$ cat config.mk
export PLATFORM = sky130hd
export DESIGN_NAME = uart_pipe_fifo
export DESIGN_NICKNAME = d
export VERILOG_FILES = /design/src/rtl/uart_pipe_fifo_pkg.sv /design/src/rtl/uart_pipe_fifo_mem.sv /design/src/rtl/uart_pipe_fifo.sv
export SDC_FILE = /design/constraint.sdc
export NUM_CORES = 1
export LEC_CHECK = 0
export ABC_AREA = 1
export CORE_MARGIN = 2
export CORE_UTILIZATION = 54
export CTS_CLUSTER_DIAMETER = 50
export DETAILED_ROUTE_END_ITERATION = 8
export GPL_TIMING_DRIVEN = 0
export PLACE_DENSITY = 0.75
export SLEW_MARGIN = 20
export SYNTH_ARGS = -nofsm -noshare
export SYNTH_HDL_FRONTEND = slang
export SYNTH_HIERARCHICAL = 1
export SYNTH_SLANG_ARGS = --single-unit
$ cat constraint.sdc
create_clock -name clk_48mhz -period 1.9 [get_ports clk_48mhz]
set_input_delay 0.285 -clock clk_48mhz [delete_from_list [all_inputs] [get_ports clk_48mhz]]
set_output_delay 0.285 -clock clk_48mhz [all_outputs]
set_load 0.1 [all_outputs]
$ cat src/rtl/uart_pipe_fifo_pkg.sv
// Shared pipe definitions: byte width and FIFO depth derivation.
// Latency: n/a (constants and helpers only).
// Backpressure: n/a.
package uart_pipe_fifo_pkg;

    // Width of every byte moving through the usb_uart pipeline.
    localparam int BYTE_W = 8;

    // Number of storage entries for a given log2 depth.
    function automatic int fifo_depth(input int depth_log2);
        return 1 << depth_log2;
    endfunction

endpackage

$ cat src/rtl/uart_pipe_fifo_mem.sv
// Simple dual-port byte array: one synchronous write port, one asynchronous read port.
// Latency: write visible on the read port after the writing edge; read is combinational.
// Backpressure: none; the caller only writes when there is room.
module uart_pipe_fifo_mem
    import uart_pipe_fifo_pkg::*;
#(
    parameter int ADDR_W = 4
) (
    input  logic              clk_48mhz,
    input  logic              wr_en,
    input  logic [ADDR_W-1:0] wr_addr,
    input  logic [BYTE_W-1:0] wr_data,
    input  logic [ADDR_W-1:0] rd_addr,
    output logic [BYTE_W-1:0] rd_data
);

    localparam int DEPTH = fifo_depth(ADDR_W);

    // Contents are deliberately not reset; readers gate on the FIFO level.
    logic [BYTE_W-1:0] mem [DEPTH];

    // Write port: store the byte on the rising edge when enabled.
    always_ff @(posedge clk_48mhz) begin
        if (wr_en) begin
            mem[wr_addr] <= wr_data;
        end
    end

    assign rd_data = mem[rd_addr];

endmodule

$ cat src/rtl/uart_pipe_fifo.sv
// Byte FIFO between the usb_uart out pipe and the j1eforth core; optional bypass via UART_PIPE_FIFO_BYPASS_EN.
// Latency: one cycle push-to-output by default; zero cycles on an empty FIFO when bypass is compiled in.
// Backpressure: in_ready drops only when full (independent of out_ready); out_data holds while out_ready is low.
module uart_pipe_fifo
    import uart_pipe_fifo_pkg::*;
#(
    parameter int DEPTH_LOG2 = 4
) (
    input  logic                  clk_48mhz,
    input  logic                  reset,
    input  logic                  flush,
    input  logic [BYTE_W-1:0]     in_data,
    input  logic                  in_valid,
    output logic                  in_ready,
    output logic [BYTE_W-1:0]     out_data,
    output logic                  out_valid,
    input  logic                  out_ready,
    output logic [DEPTH_LOG2:0]   level
);

    // Level value meaning "every entry occupied" (exactly DEPTH).
    localparam logic [DEPTH_LOG2:0] FULL_LEVEL = {1'b1, {DEPTH_LOG2{1'b0}}};

    logic [DEPTH_LOG2-1:0] wr_ptr;
    logic [DEPTH_LOG2-1:0] rd_ptr;
    logic [BYTE_W-1:0]     rd_data;
    logic                  stored_vld;
    logic                  push;
    logic                  pop;

    assign stored_vld = (level != '0);
    // A full FIFO refuses input even if the consumer pops in the same cycle.
    assign in_ready   = (level != FULL_LEVEL);
    assign pop        = stored_vld && out_ready;

`ifdef UART_PIPE_FIFO_BYPASS_EN
    // Empty FIFO with a willing consumer: hand the byte straight through, never stored.
    logic bypass;
    assign bypass    = (level == '0) && !flush && in_valid && out_ready;
    assign out_valid = stored_vld || bypass;
    assign out_data  = bypass ? in_data : rd_data;
    assign push      = in_valid && in_ready && !bypass;
`else
    assign out_valid = stored_vld;
    assign out_data  = rd_data;
    assign push      = in_valid && in_ready;
`endif

    uart_pipe_fifo_mem #(
        .ADDR_W (DEPTH_LOG2)
    ) u_mem (
        .clk_48mhz (clk_48mhz),
        .wr_en     (push),
        .wr_addr   (wr_ptr),
        .wr_data   (in_data),
        .rd_addr   (rd_ptr),
        .rd_data   (rd_data)
    );

    // Pointer and level bookkeeping; reset beats flush, flush beats push/pop.
    always_ff @(posedge clk_48mhz) begin
        if (reset || flush) begin
            wr_ptr <= '0;
            rd_ptr <= '0;
            level  <= '0;
        end else begin
            if (push) begin
                wr_ptr <= wr_ptr + DEPTH_LOG2'(1);
            end
            if (pop) begin
                rd_ptr <= rd_ptr + DEPTH_LOG2'(1);
            end
            case ({push, pop})
                2'b10:   level <= level + (DEPTH_LOG2+1)'(1);
                2'b01:   level <= level - (DEPTH_LOG2+1)'(1);
                default: level <= level;
            endcase
        end
    end

endmodule

==> impl_results.md <==
- Leakage power: 3.65 nW
- Worst hold path startpoint: rd_ptr[2]
- Crit Path Max Fanout: 10
- Worst setup EP type: output port
- Syn Nets: 675
- Area grow syn2layout: 35.2%
- Mapped cell area: 0.00644 mm²
- Cell family with most CP delay: simple AND/OR/NAND/NOR gates
- Routed WL: 17.8 mm
- Worst hold slack: 514 ps
- Fraction of layout cells with a size suffix above 1: 31.1%
- Part of the Yosys area used for sequential elements: 63.8%
- Full die area: 0.0128 mm²
- WP buf/inv: 3
- Total grt overflow: 0
- CTS tree: built
- CTS buffer count: 17
- R2R Path Start: level[2]
- Top Ports: 28
- CTS max path bufs: 2
- Cells after Synth: 655
- Iteration-0 DRC count of the detailed router: 476
- XOR/XNOR share of the synthesized area: 0.408%
- Clock Latency Late Sink: 420 ps
- WP data arrival: 1840 ps
- Post-synthesis adder-cell area fraction: 1.48%
- Placed inst area: 0.00705 mm²
- I/O Buffers: 27
- DRT Pass-1 Iters: 7
- Die W: 113 µm
- # nets final: 744
- Tot Pwr: 0.00888 W
- Routed Antenna Nets: 0
- Critical path type: reg -> out
- Setup violations, final: 9
- Initial antenna violation count: 0
- Crit-path slowest cell: dfxtp_4
- Vias in the first global route: 4771
- Share of the synthesized area in the top cell type: 59.7%
- Leading area contributor after synthesis: edfxtp_1
- GRT Total Usage: 27.0%
- Die H: 113 µm
- DR WL/cell: 20.2 µm
- Status: finished, violations left
- Global-route wire length before repair: 25.3 mm
- Worst-margin pin slew: 755 ps
- Synth Area per Inst: 9.83 µm²
- Async set-or-reset flop fraction in the synthesized netlist: 0%
- Crit-path max cell delay: 440 ps
- Largest net degree at the start of global routing: 17
- Failing checks: DRC, setup timing
- Max-slew violation count: 0
- Htree depth: 4
- Max Clock Freq: 0.470 GHz
- Worst Path Required: 1620 ps
- Starting Density: 55.9%
- Remaining DRCs: 1
- Dominant synthesized flop cell: edfxtp_1
- Startpoint Class: flop
- GP Congestion: 0.916
- Clk_skew: 7.25 ps
- Worst reg-to-reg setup slack: 40 ps
- PD cells: 1020 mW/mm²
- CTS sink count: 141
- RSZ-0062 raised after global routing: yes
- Hold Vio Cnt, Final: 0
- Synth cell types: 27
- Most frequent cells in the layout: nand2_1, edfxtp_1, inv_1, nand3_1, nand3_2
- MaxCap Viol Count: 0
- Largest family of logic cells by synthesized area: simple AND/OR/NAND/NOR gates
- Clk pin slew, worst setup/hold paths: 60 ps
- Setup WS post-layout: -227 ps
- Final Cell Area: 0.00870 mm²
- Commonest non-fill, non-tap cell in the layout: nand2_1
- Yosys reg bits: 141
- Core Area: 0.0115 mm²
- Antenna cell count: 0
- Slew headroom: 49.5%
- DPL Wire Length: 10.2 mm
- DR vias/cell: 5.56
- Via Count: 4896
- Ranking of synthesized cells by area: edfxtp_1, nand2_1, nand3_1
- Synth Area in Compound Gates: 1.13%
- Crit path cell chain: buf_12, buf_12, nand2_1, nand3_1, nand3_1, nand3_2, nand2_2, buf_12
- Post-synthesis mux area share: 0%
- Root Driver: clkbuf_16
- Critical path startpoint: rd_ptr[0]
- Yosys Warn Count: 6
- Simple logic cell fraction of the synthesized area: 23.3%
- Fin crit period: 2130 ps
- Post-synth EDFFs: 128
- Top cell by count, worst path: buf_12
- Peak supply drop: 1.03 mV
- Site Rows: 39
- Final period util: 112%
- Hold crit path type: reg -> reg
stage by stage:
step	TNS, ps	cells	util, %	setup slack (ps)
final	-1530	880	75.6	-227
after global routing	-2120	880	75.6	-290
after CTS	-1030	865	70.9	-135
after detailed placement	-25740	825	61.2	-898
after global placement	-21960	825	61.2	-870
after floorplan	-11440	655	-	-345
cells in the mapped netlist (2+ instances only):
cell type	n
nand2_1	192
ha_1	6
nand3b_1	2
inv_2	5
buf_2	13
buf_4	4
o21ai_1	2
inv_1	116
dfxtp_1	13
nand4_1	2
nor2_4	2
nor2_1	34
nand2_4	2
xor2_1	2
nand3_1	106
nand3_4	2
o21ai_0	5
a21oi_2	2
edfxtp_1	128
a21oi_1	4
buf_6	7
cells by family (layout without fill, tap and decap cells):
group                      count (synthesis)  in the layout
and+or+nand+nor                          344            344
buffers and inverters                    147            229
DFF                                      141            141
AOI/OAI and AO/OA                         13             13
adders and majority gates                  7              7
xor gates and xnor gates                   3              3
tightest hold or removal path, stage by stage (launching register included):
cell	delay, ps
dfxtp_2	350
nand2_1	80
a21oi_2	50
flip-flops by register name, indices dropped and copies added (netlist names):
signal     cells
wr_ptr         4
rd_ptr         4
u_mem/mem    128
level          5
power breakdown:
| group | internal (W) | switching, W |
|---|---|---|
| combinational | 0.000674 | 0.00121 |
| sequential | 0.00344 | 0.0000435 |
| clock | 0.00230 | 0.00121 |
| total | 0.00642 | 0.00246 |
worst paths after layout:
check / endpoint / cells past startpoint
worst max register to register: level[4] / 14
worst min register to register: rd_ptr[2] / 2
worst max-delay path: out_data[1] / 8
worst min-delay path: rd_ptr[2] / 2
final cells by class:
type,count,area [µm²]
buffer,25,347
timing repair buffer,50,686
inverter,122,493
multi-input combinational,367,2240
tap,143,179
clock inverter,14,199
sequential,141,4130
clock buffer,18,429
fill,714,2810
repair_timing:
action                     4_1_cts  5_1_grt
cloned                           1        6
setup endpoints to repair       33       27
setup buffers                    7        9
gates resized for setup        183       74
hold buffers                     0        0
pin swaps                       11       38
routing by layer:
layer	track usage [%]	vias up	wire length, µm
met3	5.30	51	1470
met4	13.1	0	654
met5	0	-	0
met1	35.6	2336	6830
met2	43.4	249	8810
li1	-	2260	-
No activity file was read; power rests on OpenSTA's default activity.
